$ cat src/rtl/rom_dl_sequencer_pkg.sv
// Purpose : shared constants and types for the ROM download sequencer and the ROM bank decoders.
// Latency : n/a (package only).
// Backpressure: n/a; the download stream is never stalled.
// Contents: FSM state enum, ROM map region bases, last valid byte address, saturating counter helper.
package rom_dl_sequencer_pkg;

  typedef enum logic [1:0] {
    ST_IDLE = 2'd0,
    ST_LOAD = 2'd1,
    ST_HOLD = 2'd2,
    ST_RUN  = 2'd3
  } dl_state_t;

  // ROM map region bases (byte addresses in the 18-bit ROM space).
  localparam logic [17:0] MAIN_BASE = 18'h00000;
  localparam logic [17:0] SUB_BASE  = 18'h08000;
  localparam logic [17:0] BGCH_BASE = 18'h0E000;
  localparam logic [17:0] SPCH_BASE = 18'h10000;
  localparam logic [17:0] CLUT_BASE = 18'h20000;
  localparam logic [17:0] PAL_BASE  = 18'h20500;
  localparam logic [17:0] MAX_AD    = 18'h207FF;

  // Byte counter increment that sticks at all-ones instead of wrapping.
  function automatic logic [17:0] sat_inc18(input logic [17:0] v);
    return (v == 18'h3FFFF) ? v : v + 18'd1;
  endfunction

endpackage

$ cat src/rtl/rom_dl_hold_timer.sv
// Purpose : loadable down-counter that times the post-download reset hold.
// Latency : load takes effect at the next edge; tc is a decode of the count flop.
// Backpressure: none; dec below zero is ignored so the count rests at 0.
// Ports   : clk, reset (async, active-high), load/load_val, dec -> tc (count == 0).
module rom_dl_hold_timer #(
  parameter int CW = 5
) (
  input  logic          clk,
  input  logic          reset,
  input  logic          load,
  input  logic [CW-1:0] load_val,
  input  logic          dec,
  output logic          tc
);

  logic [CW-1:0] cnt;

  always_ff @(posedge clk or posedge reset) begin
    if (reset) begin
      cnt <= '0;
    end else if (load) begin
      cnt <= load_val;
    end else if (dec && (cnt != '0)) begin
      cnt <= cnt - 1'b1;
    end
  end

  assign tc = (cnt == '0);

endmodule

$ cat src/rtl/rom_dl_sequencer.sv
// Purpose : sequences the HPS byte-stream download into the shared ROM write port and gates CPU reset.
// Latency : one clk from dl_wr to ROMEN/ROMAD/ROMDT; all outputs are flops.
// Backpressure: none; a dl_wr every cycle is accepted without stall.
// Ports   : clk, reset (async, active-high); dl_en/dl_wr/dl_addr/dl_data from HPS;
//           ROMAD/ROMDT/ROMEN shared ROM write port; core_reset, ld_done, oor, bytes, csum status.
module rom_dl_sequencer #(
  parameter logic [17:0] MAX_AD   = rom_dl_sequencer_pkg::MAX_AD,
  parameter int          HOLD_CYC = 16,
  parameter int          CW       = 5
) (
  input  logic        clk,
  input  logic        reset,
  input  logic        dl_en,
  input  logic        dl_wr,
  input  logic [24:0] dl_addr,
  input  logic [7:0]  dl_data,
  output logic [17:0] ROMAD,
  output logic [7:0]  ROMDT,
  output logic        ROMEN,
  output logic        core_reset,
  output logic        ld_done,
  output logic        oor,
  output logic [17:0] bytes,
  output logic [15:0] csum
);

  import rom_dl_sequencer_pkg::*;

  dl_state_t state;
  logic      addr_ok;
  logic      hold_load;
  logic      hold_dec;
  logic      hold_tc;

  // Full 25-bit compare so any upper bit [24:18] set counts as out of range.
  assign addr_ok = (dl_addr <= {7'd0, MAX_AD});

  // Timer is armed on the LOAD->HOLD edge, so HOLD lasts exactly HOLD_CYC cycles.
  assign hold_load = (state == ST_LOAD) && !dl_en;
  assign hold_dec  = (state == ST_HOLD);

  rom_dl_hold_timer #(
    .CW (CW)
  ) u_hold_timer (
    .clk      (clk),
    .reset    (reset),
    .load     (hold_load),
    .load_val (CW'(HOLD_CYC - 1)),
    .dec      (hold_dec),
    .tc       (hold_tc)
  );

  always_ff @(posedge clk or posedge reset) begin
    if (reset) begin
      state      <= ST_IDLE;
      ROMAD      <= '0;
      ROMDT      <= '0;
      ROMEN      <= 1'b0;
      core_reset <= 1'b1;
      ld_done    <= 1'b0;
      oor        <= 1'b0;
      bytes      <= '0;
      csum       <= '0;
    end else begin
      ROMEN <= 1'b0;
      unique case (state)
        ST_IDLE: begin
          if (dl_en) begin
            state <= ST_LOAD;
            bytes <= '0;
            csum  <= '0;
            oor   <= 1'b0;
          end
        end

        ST_LOAD: begin
          // A strobe arriving with the falling dl_en is still taken: FSM is in LOAD.
          if (dl_wr) begin
            if (addr_ok) begin
              ROMEN <= 1'b1;
              ROMAD <= dl_addr[17:0];
              ROMDT <= dl_data;
              bytes <= sat_inc18(bytes);
              csum  <= csum + {8'd0, dl_data};
            end else begin
              oor <= 1'b1;
            end
          end
          if (!dl_en) begin
            state <= ST_HOLD;
          end
        end

        ST_HOLD: begin
          if (dl_en) begin
            // Re-download before the hold expired; the timer is simply left behind.
            state <= ST_LOAD;
            bytes <= '0;
            csum  <= '0;
            oor   <= 1'b0;
          end else if (hold_tc) begin
            state      <= ST_RUN;
            core_reset <= 1'b0;
            ld_done    <= 1'b1;
          end
        end

        ST_RUN: begin
          if (dl_en) begin
            state      <= ST_LOAD;
            core_reset <= 1'b1;
            ld_done    <= 1'b0;
            bytes      <= '0;
            csum       <= '0;
            oor        <= 1'b0;
          end
        end

        default: begin
          state      <= ST_IDLE;
          core_reset <= 1'b1;
          ld_done    <= 1'b0;
        end
      endcase
    end
  end

endmodule
$ cat config.mk
export PLATFORM = sky130hd
export DESIGN_NAME = rom_dl_sequencer
export DESIGN_NICKNAME = d
export VERILOG_FILES = /design/src/rtl/rom_dl_sequencer_pkg.sv /design/src/rtl/rom_dl_hold_timer.sv /design/src/rtl/rom_dl_sequencer.sv
export SDC_FILE = /design/constraint.sdc
export NUM_CORES = 1
export LEC_CHECK = 0
export BUFFER_PORTS_ARGS = -buffer_cell sky130_fd_sc_hd__buf_2
export CAP_MARGIN = 20
export CORE_UTILIZATION = 48
export DETAILED_ROUTE_END_ITERATION = 8
export HOLD_SLACK_MARGIN = 0.15
export PLACE_DENSITY = 0.77
export SKIP_CTS_REPAIR_TIMING = 1
export SYNTH_ARGS = -nofsm -noshare
export SYNTH_HDL_FRONTEND = slang
export SYNTH_SLANG_ARGS = --single-unit
export TNS_END_PERCENT = 1
$ cat constraint.sdc
create_clock -name clk -period 2.2 [get_ports clk]
set_input_delay 0.22 -clock clk [delete_from_list [all_inputs] [get_ports clk]]
set_output_delay 0.22 -clock clk [all_outputs]
set_load 0.01 [all_outputs]
# Word level (Yosys, flattened, before mapping)
# Cells that the tools add are included.
# totals
in_bits	37
word_cells	75
reg_bits	71
# op_classes
magnitude_cmp	1
n_eq_ne	15
addsub	3
muxes	30
n_reduce_logical	16
# ops
op	count
18-bit two-way mux	4
16-bit two-way mux	3
18-bit one-hot mux with 2 select lines	1
16-bit one-hot mux with 2 select lines	1
25-bit by 18-bit less-or-equal comparator with 1-bit output (second input constant)	1
18-bit by 1-bit adder with 18-bit output (second input constant)	1
18-bit == test (second input constant)	1
16-bit by 8-bit adder with 16-bit output	1
2-bit != test (second input constant)	8
3-bit AND reduction	4
1-bit two-way mux	11
5-bit two-way mux	2
2-bit two-way mux	4
4-bit AND reduction	2
1-bit one-hot mux with 2 select lines	3
2-bit one-hot mux with 3 select lines	1
5-bit zero test	1
5-bit nonzero test	1
5-bit by 1-bit subtractor with 5-bit output (second input constant)	1
2-bit == test (second input constant)	2
2-bit by 1-bit != test with 1-bit output (second input constant)	2
2-bit nonzero test	2
3-bit != test (second input constant)	1
3-bit OR reduction	1
other kinds (5)	6

# Logic depth before layout (Yosys ltp)
# Gate-level depths: netlist (run 1).
# logic_depth
ltp_word	5
mapped_depth	9
depth_no_buf	8

# Hierarchy
# A second synthesis (run 1) with hierarchy kept.
# unflattened
hier_cells	391
hier_area_um2	3985.1
# modules_own_cells
mod	seq_area_each_um2	area_each_um2	cells_each	instances
rom_dl_sequencer	1652.8	3682.3	358	1
rom_dl_hold_timer	125.1	302.8	33	1

# Least setup slack after synthesis (run 1)
# Ideal clock, no wire load.
# synth_timing
path_kind	reg-to-reg
start	register csum[0]
end	register csum[14]
setup_ns	0.069
slack_ns	0.032
path_stages_with_launch	9
t_arrival_ns	2.099
cell_sequence	dfrtp_1 ha_1 inv_1 fa_1 nand2b_1 a21oi_1 o21ai_0 or4_1 nand3_1
# synth_between
elab_chain_cells	4
# synth_lines
item	line	rtl
start, declared	rom_dl_sequencer.sv:24	output logic [15:0] csum
start signal, assigned	rom_dl_sequencer.sv:84	csum <= csum + {8'd0, dl_data};
16-bit by 8-bit adder with 16-bit output	rom_dl_sequencer.sv:84	
16-bit two-way mux	rom_dl_sequencer.sv:79	if (addr_ok) begin
16-bit two-way mux	rom_dl_sequencer.sv:78	if (dl_wr) begin
16-bit one-hot mux with 2 select lines	rom_dl_sequencer.sv:66	unique case (state)
# No other way between the ends. The select of a mux whose other input is x is not followed.
# A chain may end at the register's enable or synchronous reset.

# Worst setup path after layout (run 1)
# layout_timing
start	input port dl_data[3]
end	register csum[13]
# layout_between
elab_chain_cells	4
# layout_lines
item	line	rtl
start, declared	rom_dl_sequencer.sv:16	input logic [7:0] dl_data,
16-bit by 8-bit adder with 16-bit output	rom_dl_sequencer.sv:84	
16-bit two-way mux	rom_dl_sequencer.sv:79	
16-bit two-way mux	rom_dl_sequencer.sv:78	
16-bit one-hot mux with 2 select lines	rom_dl_sequencer.sv:66	
# No other way between the ends. The select of a mux whose other input is x is not followed.

==> flow_summary.ini, run 1 <==
[clock_tree]
clkTransAtPathRegs_ns = 0.09
cts_sinks = 71
htree_levels = 3
cts_buffers = 9
ctsLongestPathBuffers = 2
worstSkewPairLatency_ns = 0.35
clockRootBuffer = clkbuf_8
cts_tree = done

[final_layout]
ff_latch_area_sq_um = 1780
final_area_sq_um = 5200
nets = 559
multi_input_area_sq_um = 1980
drive_above_1_share_pct = 36.6
n_antenna_cell = 0
area_growth_pct = 34.7
nFillCells = 596

[timing]
setup_ws_ns = 0.0435
slew_headroom_pct = 68.3
final.min_clock_period_ns = 2.16
worst_pin_slew_ns = 0.469
finalCritPeriodShare_pct = 98.0
final-max-slew-violation-count = 0
hold_viol = 0
timing.fmax_mhz = 464
fin_skew_ns = 0.0108
finalSetupViolCount = 0

[drt]
num_vias = 3509
drc = 0
wl_per_cell_microns = 16.2
vias_per_cell = 5.72
drt-initial-drc-count = 165
antenna_left = 0
first_pass_iters = 4
drt-total-wl_microns = 9900

[setup_path]
arrival_ns = 2.42
r2r_cells = 6
path_depth = 8
path_delay_family = compound AO/OA/AOI/OAI gates
crit_path_max_fanout = 8
critPathKind = input pin to flip-flop
path_cells = dlygate4sd3_1 -> buf_2 -> ha_1 -> a21o_1 -> or4_4 -> o21a_4 -> a31o_2 -> a31oi_1
critical_path.max_stage_delay_ns = 0.55
path_buf_inv = 2
critPathCaptureType = flip-flop
slowest_stage = dlygate4sd3_1
start_kind = input pin
crit_required_ns = 2.46

[placed_design]
dp_hpwl_microns = 6560
gp_congestion = 0.862
placed_area_sq_um = 4620
port_buffers = 100
dp_slack_ns = -0.0260

[hold_path]
whs_path_depth = 2
hold_class = input pin to flip-flop

[power_and_ir_drop]
p_leak_nw = 2.66
irDropWorstVdd_mv = 0.642
power.density_nw_per_um2 = 1050

[global_routing]
grtUsageTotal_pct = 23.5
grt_overflow = 0
grt_pass1_wl_microns = 15700
antenna_found_initial = 0
grt_pass1_vias = 3286
grt_start_max_net_pins = 72

[yosys]
ys_seq_elements = 71
yosysWarnings = 0
synthCells = 358
async_flop_share_pct = 100
avgSynthCellArea_sq_um = 10.8
synth_nets = 411
ys_seq_area_share_pct = 46.1
synth_flop_cell = dfrtp_1
syn-cell-area_sq_um = 3860
synth_edf_count = 0
yosysUniqueCellTypes = 57

[die]
chipHeight_microns = 91.7
coreArea_sq_um = 7770
dieArea_sq_um = 8400
ioPinCount = 101
num_rows = 32
dieWidth_microns = 91.7
start_util_pct = 49.7

[outcome]
outcome = completed

[flow_run]
drv_cap = 0
==> where the power goes <==
group	switching, mW	total, mW	internal, mW
Sequential	0.212	1.73	1.52
Clock	0.524	1.51	0.989
Combinational	1.23	2.21	0.979
Total	1.97	5.45	3.49
==> cells in the mapped netlist, drive strengths merged, types with 2 or more instances <==
| cell type | n | area share, % |
|---|---|---|
| buf | 7 | 1.9 |
| o21ai | 17 | 2.2 |
| and4 | 5 | 1.1 |
| o211ai | 4 | 0.78 |
| a22o | 8 | 1.8 |
| o21bai | 2 | 0.39 |
| nand3 | 15 | 1.9 |
| clkbuf | 4 | 0.39 |
| nand2b | 4 | 0.65 |
| nor4 | 2 | 0.32 |
| a41oi | 2 | 0.45 |
| a31o | 2 | 0.45 |
| nor3 | 14 | 1.8 |
| xnor2 | 5 | 1.1 |
| a211oi | 2 | 0.39 |
| a21o | 7 | 1.4 |
| o31ai | 5 | 1.3 |
| o311ai | 3 | 0.68 |
| a31oi | 7 | 1.1 |
| a21oi | 16 | 2.2 |
| or4 | 4 | 0.88 |
| a211o | 6 | 1.4 |
| or3 | 5 | 0.94 |
| nand4 | 8 | 1.3 |
| o31a | 3 | 0.68 |
| nand2 | 27 | 2.6 |
| inv | 16 | 1.6 |
| nor2 | 18 | 1.8 |
| ha | 15 | 4.9 |
| dfrtp | 70 | 45 |
| and3 | 8 | 1.3 |
| o21a | 3 | 0.58 |
| mux2 | 27 | 9.7 |
| o41ai | 2 | 0.45 |
==> flip-flops by register name, indices dropped and copies added, names as in the netlist <==
| name | cells |
|---|---|
| ROMDT | 8 |
| csum | 16 |
| state | 2 |
| core_reset | 1 |
| ROMAD | 18 |
| bytes | 18 |
| ROMEN | 1 |
| ld_done | 1 |
| oor | 1 |
| u_hold_timer.cnt | 5 |
==> path summary, 6_finish.rpt <==
kind                              from    endpoint  slack [ns]
max                         dl_data[3]    csum[13]        0.04
min                        dl_addr[16]   ROMAD[16]        0.17
max reg2reg                    csum[4]    csum[13]        0.06
min reg2reg                   csum[11]    csum[11]        0.51
max in group asynchronous        reset  core_reset        1.39
min in group asynchronous        reset   bytes[12]        0.51
==> kinds of logic (layout without fill, tap and decap cells) <==
logic type / after synthesis / after routing / share of synthesized area (%)
buf+inv: 28 / 181 / 3.95
simple gates: 114 / 114 / 15.5
fa+ha+maj: 16 / 16 / 5.38
mux: 28 / 28 / 9.98
xor+xnor: 6 / 6 / 1.36
compound gates: 95 / 95 / 17.7
flops: 71 / 71 / 46.1
==> metrics by stage <==
| step | instances | hold slack [ns] | setup TNS (ns) | total power, mW | utilization (%) |
|---|---|---|---|---|---|
| floorplan | 358 | 0.368 | 0 | 3.03 | - |
| global placement | 572 | 0.334 | -0.0435 | 3.75 | 59.4 |
| detailed placement | 572 | 0.342 | -0.140 | 3.82 | 59.4 |
| CTS | 588 | -0.0353 | 0 | 5.35 | 63.2 |
| global route | 613 | 0.159 | -0.0491 | 5.80 | 66.9 |
| finish | 613 | 0.169 | 0 | 5.45 | 66.9 |
==> placed cells by master, fill, tap and decap left out, types with 4 or more instances in the layout <==
cell           count
a22o_1             8
and3_1             7
nor3_1            13
o211ai_1           4
and4_1             5
buf_2            100
clkbuf_8           9
a21oi_1           13
nand4_1            8
o21ai_0           16
a211o_1            6
nor2_1            18
bufinv_16          5
dfrtp_1           70
nand2_1           27
dlygate4sd3_1     24
or3_1              4
ha_1              14
nand3_1           15
inv_1             15
mux2_2             8
xnor2_1            5
mux2_4            19
o31ai_1            4
buf_4             21
a31oi_1            7
a21o_1             7
==> metal layers <==
metal	part of all wire [%]	vias to the layer above	routed length, microns	global-route usage, %
met5	0	-	0	0
met4	1.4	0	140	6.88
met3	5.1	12	504	5.06
met2	48	120	4790	38.0
met1	45	1728	4470	31.8
li1	-	1649	-	-
==> worst register-to-register path, delay by kind of cell, from the launching register on <==
family          cells  cell delay [ns]
flops               1             0.41
compound gates      4             0.87
simple gates        1             0.46
fa+ha+maj           1             0.31
==> area by class of cell <==
cell class	instances	area share (%)
clock inverter	7	3.22
inverter	17	1.23
multi-input combinational	259	38.1
timing repair buffer	148	18.4
clock buffer	9	2.38
sequential	71	34.2
tap	102	2.45
No activity file was read; power rests on OpenSTA's default activity.
==> run 2: changes to the inputs <==
- SLEW_MARGIN: default -> 20
- clock period: 2.2 -> 1.9 ns (I/O delays scaled with it)
==> flow_summary.ini, run 2 (synthesized netlist as in run 1, its figures left out) <==
[placed_design]
dp_hpwl_microns = 7420
dp_slack_ns = -0.364
port_buffers = 100
dpl.cell_count = 612
gp_congestion = 0.875

[hold_path]
min_from = dl_addr[14]
whs_path_depth = 3
hold_class = input pin to flip-flop

[setup_path]
arrival_ns = 2.27
crit_required_ns = 2.19
crit_path_max_fanout = 8
critPathKind = flip-flop to flip-flop
r2r_cells = 6
r2r_start = csum[4]
start_kind = flip-flop
critPathCaptureType = flip-flop
crit_start = csum[4]

[timing]
fin_skew_ns = 0.0113
final-max-slew-violation-count = 0
final.min_clock_period_ns = 1.98
timing.fmax_mhz = 505
finalCritPeriodShare_pct = 104
holdWs_ns = 0.178
finalSetupViolCount = 7
fin_tns_setup_ns = -0.275
worst_pin_slew_ns = 0.393
slew_headroom_pct = 73.8
hold_viol = 0
setup_ws_ns = -0.0796
rsz0062_at_grt = true

[power_and_ir_drop]
power.density_nw_per_um2 = 1180
irDropWorstVdd_mv = 0.680
p_leak_nw = 2.89

[drt]
drt-total-wl_microns = 11000
drt-initial-drc-count = 179
vias_per_cell = 5.64
num_vias = 3695
antenna_left = 0
first_pass_iters = 4
wl_per_cell_microns = 16.9
drc = 0

[global_routing]
antenna_found_initial = 0
grt_overflow = 0
grtUsageTotal_pct = 24.9
grt_pass1_vias = 3495
grt_start_max_net_pins = 72
grt_pass1_wl_microns = 16500

[clock_tree]
cts_tree = done
ctsLongestPathBuffers = 2
worstSkewPairLatency_ns = 0.36
cts_buffers = 9
clockRootBuffer = clkbuf_8
cts_sinks = 71
clkTransAtPathRegs_ns = 0.08
htree_levels = 3

[die]
dieWidth_microns = 91.7
ioPinCount = 101
dieArea_sq_um = 8400
num_rows = 32
coreArea_sq_um = 7770
start_util_pct = 49.7
chipHeight_microns = 91.7

[outcome]
failed_checks = negative setup slack
outcome = finished, violations left

[final_layout]
nets = 601
area_growth_pct = 44.6
final_common_cell = buf_2
final_cell_mix = buf_2, dfrtp_1, buf_4
n_antenna_cell = 0
layout.cells.non_filler = 655
drive_above_1_share_pct = 43.8
reg.largest.list = ROMAD (18), bytes (18), csum (16)
finish.utilization_pct = 71.9

[flow_run]
drv_cap = 0
-- run 2: final timing paths --
| path | slack [ns] | endpoint |
|---|---|---|
| setup / recovery | -0.08 | csum[13] |
| min in group asynchronous | 0.45 | ROMAD[9] |
| max in group asynchronous | 1.11 | core_reset |
| hold reg to reg | 0.51 | ROMAD[4] |
| setup reg to reg | -0.08 | csum[13] |
| hold / removal | 0.18 | ROMAD[14] |
-- run 2: through the flow --
| step | total power [mW] | cell area (sq um) |
|---|---|---|
| final | 6.59 | 5580 |
| after global routing | 6.95 | 5580 |
| after CTS | 6.43 | 5230 |
| after detailed placement | 4.92 | 4980 |
| after global placement | 4.79 | 4980 |
| after floorplan | 3.59 | 3910 |
-- run 2: critical path, stage by stage (launching register included) --
cell	delay, ns
dfrtp_1	0.42
ha_4	0.23
a21o_1	0.19
or4_4	0.45
o21a_4	0.25
a31o_2	0.23
a31oi_1	0.14
-- run 2: power by group --
group	internal (mW)	leakage [nW]	switching, mW
sequential	1.76	0.945	0.182
combinational	1.48	1.82	1.66
clock	0.903	0.122	0.602
-- run 2: layer usage --
metal / vias up / global-route usage [%] / part of all wire, %
met1: 1823 / 31.2 / 41
met5: - / 0 / 0
met3: 17 / 3.81 / 5.0
met4: 0 / 9.92 / 1.6
met2: 127 / 43.0 / 52
li1: 1728 / - / -
-- run 2: cell type report --
| cell class | instances | area (sq um) |
|---|---|---|
| Fill cell | 579 | 2180 |
| Multi-Input combinational cell | 259 | 2080 |
| Sequential cell | 71 | 1780 |
| Timing Repair Buffer | 190 | 1290 |
| Clock buffer | 10 | 138 |
| Tap cell | 102 | 128 |
| Clock inverter | 6 | 108 |
| Inverter | 17 | 63.8 |
==> run 3: changes to the inputs <==
- ABC_AREA: default -> 1
- CORE_UTILIZATION: 48 -> 49
==> flow_summary.ini, run 3 <==
[drt]
num_vias = 4125
drt-total-wl_microns = 10700
drt-initial-drc-count = 210
wl_per_cell_microns = 13.2
first_pass_iters = 4
drc = 0
antenna_left = 0
vias_per_cell = 5.07

[yosys]
ys_seq_elements = 71
yosys.area.top_type = dfrtp_1
synth-xor-area-share_pct = 1.68
synth_nets = 620
synthMuxAreaShare_pct = 0
yosys-top-cells-count = nand2_1, dfrtp_1, inv_1
post-synth-top-count-cell = nand2_1
yosys.area_share.simple_pct = 34.7
syn-cell-area_sq_um = 4180
synthCells = 567
yosysUniqueCellTypes = 35
synth_edf_count = 0
synth_flop_cell = dfrtp_1
yosysWarnings = 0
synthAdderAreaFrac_pct = 4.97
async_flop_share_pct = 100
avgSynthCellArea_sq_um = 7.37
synth_area_leaders = dfrtp_1, nand2_1, nand3_1
yosysTopAreaCellShare_pct = 41.9
synth-compound-area-share_pct = 9.07
synth_top_family_by_area = simple AND/OR/NAND/NOR gates
ys_seq_area_share_pct = 42.5

[timing]
final-max-slew-violation-count = 0
worst_pin_slew_ns = 0.422
timing.fmax_mhz = 568
setup_ws_ns = 0.139
slew_headroom_pct = 71.8
hold_viol = 0
fin_skew_ns = 0.0164
fin_tns_setup_ns = 0
finalCritPeriodShare_pct = 92.7
final.min_clock_period_ns = 1.76
finalSetupViolCount = 0

[setup_path]
crit_top_cell = nand3_1
crit_path_max_fanout = 6
reg2reg_slack_ns = 0.16
crit_required_ns = 2.15
start_kind = input pin
critPathCaptureType = flip-flop
r2r_cells = 10
arrival_ns = 2.01
reg2reg_to = csum[15]
slowest_stage = dlygate4sd3_1
path_cells = dlygate4sd3_1 -> buf_2 -> ha_1 -> nor2_1 -> a21oi_1 -> nand3_1 -> nand3_1 -> nand2_1 -> nand3_1 -> nand2_1
critPathKind = input pin to flip-flop
r2r_start = csum[6]
critical_path.max_stage_delay_ns = 0.53

[die]
dieArea_sq_um = 8900
ioPinCount = 101
dieWidth_microns = 94.4
start_util_pct = 50.9
chipHeight_microns = 94.4
num_rows = 33
coreArea_sq_um = 8220

[hold_path]
hold_end = csum[0]
hold_class = input pin to flip-flop
whs_path_depth = 4
min_from = dl_data[0]

[clock_tree]
clkTransAtPathRegs_ns = 0.09
cts_sinks = 71
ctsLongestPathBuffers = 2
worstSkewPairLatency_ns = 0.35
cts_tree = done
clockRootBuffer = clkbuf_8
cts_buffers = 9
htree_levels = 3

[power_and_ir_drop]
irDropWorstVdd_mv = 0.518
power_mw = 5.37
p_leak_nw = 2.90
power.density_nw_per_um2 = 1000

[placed_design]
dp_slack_ns = 0.0373
dp_hpwl_microns = 7480
gp_congestion = 0.857
port_buffers = 100

[final_layout]
drive_above_1_share_pct = 23.1
n_antenna_cell = 0
reg.largest.list = ROMAD (18), bytes (18), csum (16)
nets = 757
area_growth_pct = 27.9
final_cell_mix = nand2_1, buf_2, dfrtp_1
final_common_cell = nand2_1

[outcome]
outcome = completed

[flow_run]
drv_cap = 0

[global_routing]
grtUsageTotal_pct = 23.8
antenna_found_initial = 1
grt_pass1_vias = 3715
grt_start_max_net_pins = 42
grt_pass1_wl_microns = 16500
grt_overflow = 0
run 3: cell count changes after synthesis, sizes merged, moves of 8 or more:
cell   previous run  this run
and3              8         0
a22o              8         0
nor2             18        45
o21ai            17        42
nor3             14         2
nand2            27       234
mux2             27         0
inv              16        57
nand3            15        48
a21oi            16         8
run 3: worst max path at each step:
| stage | startpoint | endpoint | slack (ns) | cells past startpoint |
|---|---|---|---|---|
| floorplan | csum[0] | csum[12] | 0.19 | 9 |
| global placement | state[0] | bytes[1] | 0.14 | 7 |
| detailed placement | state[1] | bytes[7] | 0.04 | 8 |
| CTS | state[1] | bytes[7] | 0.04 | 8 |
| global route | dl_addr[11] | ROMAD[0] | -0.01 | 11 |
| finish | dl_data[2] | csum[11] | 0.14 | 10 |
run 3: cell families after synthesis:
logic type	count (synthesis)
fa+ha+maj	16
flops	71
buf+inv	68
simple gates	344
xor+xnor	8
compound gates	60
run 3: critical path: cells and delay by family:
kind / cells / cell delay [ns]
AOI/OAI and AO/OA: 1 / 0.28
buffers and inverters: 2 / 0.66
adders and majority gates: 1 / 0.37
and+or+nand+nor: 6 / 0.51
run 3: area by class of cell:
| type | instances | area [sq um] |
|---|---|---|
| clock buffer | 9 | 124 |
| clock inverter | 7 | 105 |
| fill | 693 | 2870 |
| inverter | 57 | 218 |
| multi-input combinational | 429 | 2130 |
| sequential | 71 | 1780 |
| tap | 105 | 131 |
| timing repair buffer | 136 | 861 |
run 3: layer usage:
layer / up-vias / wire (microns) / track usage, %
met5: - / 0 / 0
met4: 0 / 121 / 6.92
met3: 11 / 648 / 4.75
met2: 136 / 5350 / 42.3
met1: 1903 / 4590 / 29.1
li1: 2075 / - / -
run 3: where the power goes:
| part | total, mW | internal, mW | switching, mW |
|---|---|---|---|
| clock network | 1.40 | 0.757 | 0.639 |
| logic | 2.09 | 0.767 | 1.32 |
| registers | 1.88 | 1.72 | 0.161 |
run 3: metrics by stage:
stage	instance area (sq um)	hold WS, ns	cells	util [%]
6_report	5350	0.179	814	65.1
4_1_cts	5040	-0.197	786	61.4
5_1_grt	5350	0.194	814	65.1
3_5_place_dp	4810	0.182	770	58.6
2_1_floorplan	4180	0.300	567	-
3_3_place_gp	4810	0.171	770	58.6
